==> config.mk <==
export PLATFORM = sky130hd
export DESIGN_NAME = aes128_key_expander
export DESIGN_NICKNAME = d
export VERILOG_FILES = /design/src/rtl/aes_pkg.sv /design/src/rtl/aes_rcon.sv /design/src/rtl/aes_sbox.sv /design/src/rtl/aes128_key_expander.sv
export SDC_FILE = /design/constraint.sdc
export NUM_CORES = 1
export LEC_CHECK = 0
export ABC_AREA = 0
export CAP_MARGIN = 10
export CORE_MARGIN = 3
export CORE_UTILIZATION = 30
export CTS_BUF_LIST = sky130_fd_sc_hd__clkbuf_2
export DETAILED_ROUTE_END_ITERATION = 10
export HOLD_SLACK_MARGIN = 0.15
export PLACE_DENSITY = 0.49
export SYNTH_ARGS = -nofsm -noshare
export SYNTH_HDL_FRONTEND = slang
export SYNTH_HIERARCHICAL = 1
export SYNTH_SLANG_ARGS = --single-unit
==> constraint.sdc <==
create_clock -name i_clk -period 9.1 [get_ports i_clk]
set_clock_uncertainty 0.1 [all_clocks]
set_input_delay 1.82 -clock i_clk [delete_from_list [all_inputs] [get_ports i_clk]]
set_output_delay 1.82 -clock i_clk [all_outputs]
set_load 0.02 [all_outputs]
==> src/rtl/aes_pkg.sv <==
// Shared AES-128 key schedule types, constants and word-level helpers.
package aes_pkg;

    localparam int unsigned NR = 10;

    typedef enum logic {StIdle, StEmit} state_e;

    typedef logic [31:0]  word_t;
    typedef logic [127:0] key128_t;

    function automatic word_t rot_word(input word_t w);
        return {w[23:0], w[31:24]};
    endfunction

    // Ripples the round temp word through w0..w3 to form the next round key.
    function automatic key128_t xor_chain(input key128_t k, input word_t t);
        word_t w0;
        word_t w1;
        word_t w2;
        word_t w3;
        w0 = k[127:96] ^ t;
        w1 = k[95:64]  ^ w0;
        w2 = k[63:32]  ^ w1;
        w3 = k[31:0]   ^ w2;
        return {w0, w1, w2, w3};
    endfunction

endpackage

==> src/rtl/aes_rcon.sv <==
// Round-constant XOR: folds RCON[round] into the top byte of the temp word.
module aes_rcon
    import aes_pkg::*;
(
    input  logic [3:0] i_round,
    input  word_t      i_word,
    output word_t      o_word
);

    logic [7:0] w_rc;

    always_comb begin
        w_rc = 8'h00;
        case (i_round)
            4'd0:    w_rc = 8'h01;
            4'd1:    w_rc = 8'h02;
            4'd2:    w_rc = 8'h04;
            4'd3:    w_rc = 8'h08;
            4'd4:    w_rc = 8'h10;
            4'd5:    w_rc = 8'h20;
            4'd6:    w_rc = 8'h40;
            4'd7:    w_rc = 8'h80;
            4'd8:    w_rc = 8'h1b;
            4'd9:    w_rc = 8'h36;
            default: w_rc = 8'h00;
        endcase
    end

    assign o_word = i_word ^ {w_rc, 24'h000000};

endmodule

==> src/rtl/aes_sbox.sv <==
// Combinational AES forward S-box, one byte in, one byte out.
module aes_sbox (
    input  logic [7:0] i_byte,
    output logic [7:0] o_byte
);

    localparam logic [0:255][7:0] SBOX = {
        128'h637c777bf26b6fc53001672bfed7ab76,
        128'hca82c97dfa5947f0add4a2af9ca472c0,
        128'hb7fd9326363ff7cc34a5e5f171d83115,
        128'h04c723c31896059a071280e2eb27b275,
        128'h09832c1a1b6e5aa0523bd6b329e32f84,
        128'h53d100ed20fcb15b6acbbe394a4c58cf,
        128'hd0efaafb434d338545f9027f503c9fa8,
        128'h51a3408f929d38f5bcb6da2110fff3d2,
        128'hcd0c13ec5f974417c4a77e3d645d1973,
        128'h60814fdc222a908846eeb814de5e0bdb,
        128'he0323a0a4906245cc2d3ac629195e479,
        128'he7c8376d8dd54ea96c56f4ea657aae08,
        128'hba78252e1ca6b4c6e8dd741f4bbd8b8a,
        128'h703eb5664803f60e613557b986c11d9e,
        128'he1f8981169d98e949b1e87e9ce5528df,
        128'h8ca1890dbfe6426841992d0fb054bb16
    };

    assign o_byte = SBOX[i_byte];

endmodule

==> src/rtl/aes128_key_expander.sv <==
// Sequential AES-128 key schedule: streams round keys 0..10 over valid/ready.
module aes128_key_expander
    import aes_pkg::*;
(
    input  logic           i_clk,
    input  logic           i_rst_n,
    input  logic           i_start,
    input  logic [127:0]   i_key_in,
    input  logic           i_abort,
    output logic           o_rk_valid,
    input  logic           i_rk_ready,
    output logic [127:0]   o_rk_data,
    output logic [3:0]     o_rk_index,
    output logic           o_busy,
    output logic           o_done
);

    localparam logic [3:0] LastIdx = 4'(NR);

    state_e  r_state;
    key128_t r_key;
    logic [3:0] r_idx;
    logic    r_valid;
    logic    r_busy;
    logic    r_done;

    word_t   w_rot;
    word_t   w_sub;
    word_t   w_temp;
    key128_t w_next;

    assign w_rot = rot_word(r_key[31:0]);

    for (genvar g = 0; g < 4; g++) begin : g_sbox
        aes_sbox u_sbox (
            .i_byte (w_rot[8*g +: 8]),
            .o_byte (w_sub[8*g +: 8])
        );
    end

    aes_rcon u_rcon (
        .i_round (r_idx),
        .i_word  (w_sub),
        .o_word  (w_temp)
    );

    assign w_next = xor_chain(r_key, w_temp);

    always_ff @(posedge i_clk or negedge i_rst_n) begin
        if (!i_rst_n) begin
            r_state <= StIdle;
            r_key   <= '0;
            r_idx   <= '0;
            r_valid <= 1'b0;
            r_busy  <= 1'b0;
            r_done  <= 1'b0;
        end else begin
            r_done <= 1'b0;
            if (i_abort) begin
                r_state <= StIdle;
                r_valid <= 1'b0;
                r_busy  <= 1'b0;
            end else begin
                case (r_state)
                    StIdle: begin
                        if (i_start) begin
                            r_key   <= i_key_in;
                            r_idx   <= '0;
                            r_state <= StEmit;
                            r_valid <= 1'b1;
                            r_busy  <= 1'b1;
                        end
                    end
                    StEmit: begin
                        // Indices past the last round are unreachable; bail out safely.
                        if (r_idx > LastIdx) begin
                            r_state <= StIdle;
                            r_valid <= 1'b0;
                            r_busy  <= 1'b0;
                        end else if (i_rk_ready) begin
                            if (r_idx == LastIdx) begin
                                r_state <= StIdle;
                                r_valid <= 1'b0;
                                r_busy  <= 1'b0;
                                r_done  <= 1'b1;
                            end else begin
                                r_key <= w_next;
                                r_idx <= r_idx + 4'd1;
                            end
                        end
                    end
                    default: begin
                        r_state <= StIdle;
                        r_valid <= 1'b0;
                        r_busy  <= 1'b0;
                    end
                endcase
            end
        end
    end

    assign o_rk_valid = r_valid;
    assign o_rk_data  = r_key;
    assign o_rk_index = r_idx;
    assign o_busy     = r_busy;
    assign o_done     = r_done;

endmodule

==> After elaboration in Yosys (flattened, before gate mapping) <==
Memory sizes are Yosys's and may differ from the RTL's.
Cells that the tools add are included.
{ "op_classes": {"n_addsub": 1, "order_cmp": 5, "n_eq_ne": 8, "n_mux": 35, "bitwise_logic": 11, "reduce_logical": 2} }
{ "op_table": {"columns": ["operator", "n"], "rows": [
  ["$mux 128", 4],
  ["$pmux 128 s2", 1],
  ["$xor 32x32->32", 5],
  ["$mux 8", 8],
  ["$ge 9x9->1 const B", 4],
  ["$not 8->9", 4],
  ["$mux 4", 4],
  ["$mux 1", 15],
  ["$ne 2x2->1 const B", 4],
  ["$pmux 4 s2", 1],
  ["$reduce_and 5->1", 1],
  ["$add 4x1->4 const B", 1],
  ["$eq 4x4->1 const B", 1],
  ["$gt 4x4->1 const B", 1],
  ["$ne 4x2->1 const B", 1],
  ["$ne 4x3->1 const B", 1],
  ["$pmux 1 s2", 2],
  ["$ne 3x3->1 const B", 1],
  ["$reduce_and 3->1", 1],
  ["$not 1->1", 2]
]} }
{ "totals": {"ff_bits": 135, "rom_bits": 8320, "inputBits": 133, "word_cells": 72, "mem_count": 5} }
{ "memory_table": {"columns": ["memory", "words", "word_bits", "read_ports", "rd_clocked_by_memory_dff", "wr", "line", "rtl"], "rows": [
  ["(name not given)", 256, 8, 1, 0, 0, "aes_sbox.sv:26", "assign o_byte = SBOX[i_byte];"],
  ["(name not given)", 256, 8, 1, 0, 0, "aes_sbox.sv:26", null],
  ["(name not given)", 256, 8, 1, 0, 0, "aes_sbox.sv:26", null],
  ["(name not given)", 256, 8, 1, 0, 0, "aes_sbox.sv:26", null],
  ["(name not given)", 16, 8, 1, 0, 0, "aes_rcon.sv:14", "case (i_round)"]
]} }

==> Longest topological paths before layout <==
{ "logic_depth": {"depth_word": 13, "depth_mapped": 16} }

==> Hierarchy <==
The synthesis kept the hierarchy.
{ "by_module_without_submodules": {"columns": ["module", "n_inst", "cells_per_inst", "area_each_um2", "seq_area_each_um2"], "rows": [
  ["aes_sbox at g_sbox[1].u_sbox ...", 3, 507, 3179.3, 0.0],
  ["aes128_key_expander", 1, 903, 7963.9, 3378.2],
  ["aes_sbox at g_sbox[0].u_sbox", 1, 531, 3369.5, 0.0],
  ["aes_rcon", 1, 51, 382.9, 0.0]
]} }

==> Worst setup path after synthesis <==
Ideal clock, no wire load.
{ "synth_timing": {"path_type": "register to register", "startpoint": "reg r_key[17], in the netlist o_rk_data[17]", "endpoint": "reg r_key[29], in the netlist o_rk_data[29]", "setup_time_ns": 0.127, "t_arrival_ns": 3.823, "required_time_ns": 8.873, "path_slack_ns": 5.050, "path_stages_with_launch": 16, "path_cell_list": "dfrtp_1 -> buf_2 -> clkbuf_1 -> inv_1 -> ha_1 -> nand2_2 -> o21ai_1 -> mux4_2 -> and3_1 -> a311oi_1 -> o21ai_1 -> xor2_1 -> xor3_1 -> xor2_1 -> a21oi_1 -> nand3b_1"} }
{ "synth_between": {"elab_chain_len": 13} }
{ "synth_lines": {"columns": ["item", "line", "rtl"], "rows": [
  ["from (decl)", "aes128_key_expander.sv:21", "key128_t r_key;"],
  ["from (signal assigned)", "aes128_key_expander.sv:67", "r_key <= i_key_in;"],
  ["from (signal assigned)", "aes128_key_expander.sv:87", "r_key <= w_next;"],
  ["$not 8->9 (implied by the code)", "aes_sbox.sv:26", null],
  ["$mem_v2 256x8", null, null],
  ["$mux 8 (implied by the code) (2 in series)", "aes_sbox.sv:26", null],
  ["net w_sub[29]", "aes128_key_expander.sv:28", "word_t w_sub;"],
  ["$xor 32x32->32", "aes_rcon.sv:29", "assign o_word = i_word ^ {w_rc, 24'h000000};"],
  ["net w_temp[29]", "aes128_key_expander.sv:29", "word_t w_temp;"],
  ["$xor 32x32->32", "aes_pkg.sv:21", "w0 = k[127:96] ^ t;"],
  ["$xor 32x32->32", "aes_pkg.sv:22", "w1 = k[95:64] ^ w0;"],
  ["$xor 32x32->32", "aes_pkg.sv:23", "w2 = k[63:32] ^ w1;"],
  ["$xor 32x32->32", "aes_pkg.sv:24", "w3 = k[31:0] ^ w2;"],
  ["$mux 128", "aes128_key_expander.sv:81", "if (r_idx == LastIdx) begin"],
  ["$mux 128", "aes128_key_expander.sv:80", "end else if (i_rk_ready) begin"],
  ["$mux 128", "aes128_key_expander.sv:76", "if (r_idx > LastIdx) begin"],
  ["$pmux 128 s2", "aes128_key_expander.sv:64", "case (r_state)"]
]} }
The timed path passes the listed nets, and every way through them passes these cells. The select of a mux whose other input is x is not followed.
A chain may end at the register's enable or synchronous reset.

==> Worst setup path in the final report <==
{ "layout_timing": {"startpoint": "reg r_key[16], in the netlist o_rk_data[16]", "endpoint": "reg r_key[29], in the netlist o_rk_data[29]"} }
Same word-level chain as after synthesis.

==> flow_summary.yaml <==
routing:
  drcViolationCount: 0
  viasPerCell: 6.65
  wl_per_cell_um: 29.3
  drt_first_pass_iters: 6
  ant_nets: 0
  routed-via-count: 26300
  routed_wirelength_um: 116000
  drt_iter0_drc: 3989
floorplan:
  die-width_um: 272
  dieArea_sq_mm: 0.0741
  start_util_pct: 30.6
  ios: 268
  row_count: 96
  die_h_um: 272
  coreArea_sq_mm: 0.0694
synthesis:
  syn_nets: 3201
  synth_area_sq_mm: 0.0213
  yosysSeqAreaShare_pct: 15.9
  synth_area_leader_cell: "dfrtp_1"
  syn_area_per_cell_sq_um: 7.07
  ys.flop_type: "dfrtp_1"
  yosysMostFrequentCell: "nand2_1"
  synth_edf_count: 0
  ys_warn_count: 6
  ys_async_sr_fraction_pct: 100
  yosys.cell_types.count: 103
  synth_seq_cells: 135
  ys_top_cells_by_count: "nand2_1 (294), a21oi_1 (267), nor2_1 (229)"
  syn_inst: 3006
  ys_top_cells_by_area: "dfrtp_1 (16%), a21oi_1 (6.3%), nand2_1 (5.2%), nor2_1 (4.0%), o21ai_0 (4.0%)"
  synth_top_area_share_pct: 15.9
global_routing:
  grt_pass1_vias: 24600
  grt_use_met3_pct: 6.63
  grt_pass1_wl_um: 169000
  grt-busiest-layer: "met2"
  gr-usage-all-layers_pct: 29.9
  grt.overflow.total: 0
  grt_util_met1_pct: 40.8
  grt_max_degree: 96
  grt.met2_usage_pct: 45.3
  grt_antenna_before_repair: 9
clock_tree:
  cts_hold_buffers: 0
  clock-sinks: 135
  cts.root.buffer_cell: "clkbuf_2"
  clkTransAtPathRegs_ns: 0.27
  cts_tree: "yes"
  postCtsSetupRepairBufs: 0
  cts.path.max_buffers: 2
  cts-buffers-inserted: 17
  cts-resized-gates: 0
  cts_htree_levels: 4
  clk_latency_ns: 1.06
power_and_ir_drop:
  irDropWorstVdd_mv: 0.294
  power_leakage_uw: 0.00868
  power_density_mw_per_mm2: 508
  total_power_uw: 12200
timing:
  relSlewSlack_pct: 13.8
  period_needed_ns: 5.56
  grt_setup_unrepaired: "false"
  setup-violations-final: 0
  timing.final.hold_violations: 0
  setup_slack_ns: 3.54
  max_slew.worst_pin.slew_ns: 1.29
  finalCritPeriodShare_pct: 61.1
  max_freq_ghz: 0.180
  slew_violations: 0
  fin_hold_ws_ns: 0.475
  setup_tns_ns: 0
worst_setup_path:
  cp.arrival_ns: 6.38
  crit_chain: "inv_1, ha_1, nand2b_1, a21oi_1, a311oi_1, nor4_1, a311oi_1, o21ai_1, xor2_1, xor3_1, xor2_1, a21oi_1, nand3b_1"
  critPathKind: "flip-flop to flip-flop"
  slowest_stage: "dfrtp_1"
  critPathCaptureType: "flip-flop"
  crit_family: "compound AO/OA/AOI/OAI gates"
  max_stage_delay_ns: 0.98
  cp.required_ns: 9.92
  cp.buffers_inverters: 1
  critPathMaxFanout: 26
  start_kind: "flip-flop"
placed_design:
  dp_hpwl_um: 79800
  dp.cells: 3914
  pre_cts_ws_ns: 3.74
  gp_congestion: 1.01
  numPortBuffers: 267
layout:
  drive_gt1_share_pct: 6.83
  num-fill-cells: 7591
  area_delta_synth_final_pct: 12.8
  instances_no_fill: 3954
  multi_input_area_sq_mm: 0.0157
  final_nets: 3197
  register_area_sq_mm: 0.00340
worst_hold_path:
  hold_path_class: "flip-flop to flip-flop"
job:
  drv_cap: 0
run_status:
  status: "complete, no violations"
[placed cells by master, fill, tap and decap left out, types with 38 or more instances in the layout]
master             n
o21ai_1           70
o311ai_0          40
nor2_1           228
o21ai_0          169
a311oi_1          44
xor2_1            41
nand2b_1          61
xnor2_1           67
a21oi_1          267
o31ai_1           51
nor2b_1           49
nand2_1          294
o211ai_1          62
clkdlybuf4s50_1  265
inv_1             69
a31oi_1           52
ha_1              62
dfrtp_1          122
o22ai_1           77
nand3_1           92
a211oi_1          60
buf_4             52
o32ai_1           38
nor3_1            81
[cells by family after synthesis]
kind of cell | share of synthesized area, %
buffers and inverters | 10.2
AO/OA/AOI/OAI | 39.2
adder cells (fa/ha/maj) | 3.65
AND/OR/NAND/NOR | 23.8
multiplexers | 2.74
flip-flops | 15.9
XOR/XNOR | 4.56
[sequential cells by signal (all words and copies together), names as in the netlist]
| register | count |
|---|---|
| o_done | 1 |
| o_rk_index | 4 |
| o_busy | 1 |
| o_rk_data | 128 |
| r_state | 1 |
[routing by layer]
layer  up-vias  share of wire [%]
li1      11400                  -
met1     12700                 42
met3       315                 10
met2      1859                 44
met5         -                  0
met4         0                4.0
[path summary, 6_finish.rpt]
kind / startpoint / endpoint / slack [ns] / cells past startpoint
worst max register to register: o_rk_data[16]$_DFFE_PN0P_ / o_rk_data[29]$_DFFE_PN0P_ / 3.54 / 13
max in group asynchronous: i_rst_n / o_rk_data[26]$_DFFE_PN0P_ / 6.69 / 2
worst min-delay path: o_rk_data[93]$_DFFE_PN0P_ / o_rk_data[93]$_DFFE_PN0P_ / 0.47 / 2
worst min register to register: o_rk_data[93]$_DFFE_PN0P_ / o_rk_data[93]$_DFFE_PN0P_ / 0.47 / 2
min in group asynchronous: i_rst_n / o_rk_data[107]$_DFFE_PN0P_ / 0.64 / 1
worst max-delay path: o_rk_data[16]$_DFFE_PN0P_ / o_rk_data[29]$_DFFE_PN0P_ / 3.54 / 13
[where the power goes]
part / internal (uW) / switching [uW]
registers: 851 / 581
clock network: 188 / 313
logic: 3420 / 6830
total: 4460 / 7720
[metrics by stage]
step	util (%)	instance area (sq um)
6_report	34.5	24000
5_1_grt	34.5	24000
4_1_cts	34.5	23900
3_5_place_dp	34.1	23700
3_3_place_gp	34.1	23700
2_1_floorplan	-	21300
[worst min-delay path, stage by stage, from the launching register on]
cell	delay (ns)
dfrtp_1	0.44
nand2_1	0.05
o21ai_0	0.07
[area by class of cell]
cell class | instances | area share (%)
Antenna cell | 8 | 0.0835
Clock buffer | 19 | 0.397
Clock inverter | 13 | 0.814
Inverter | 80 | 1.25
Multi-Input combinational cell | 2450 | 65.6
Sequential cell | 135 | 14.2
Tap cell | 931 | 4.86
Timing Repair Buffer | 318 | 12.7
Note: power is estimated with default switching activity, not from simulation.
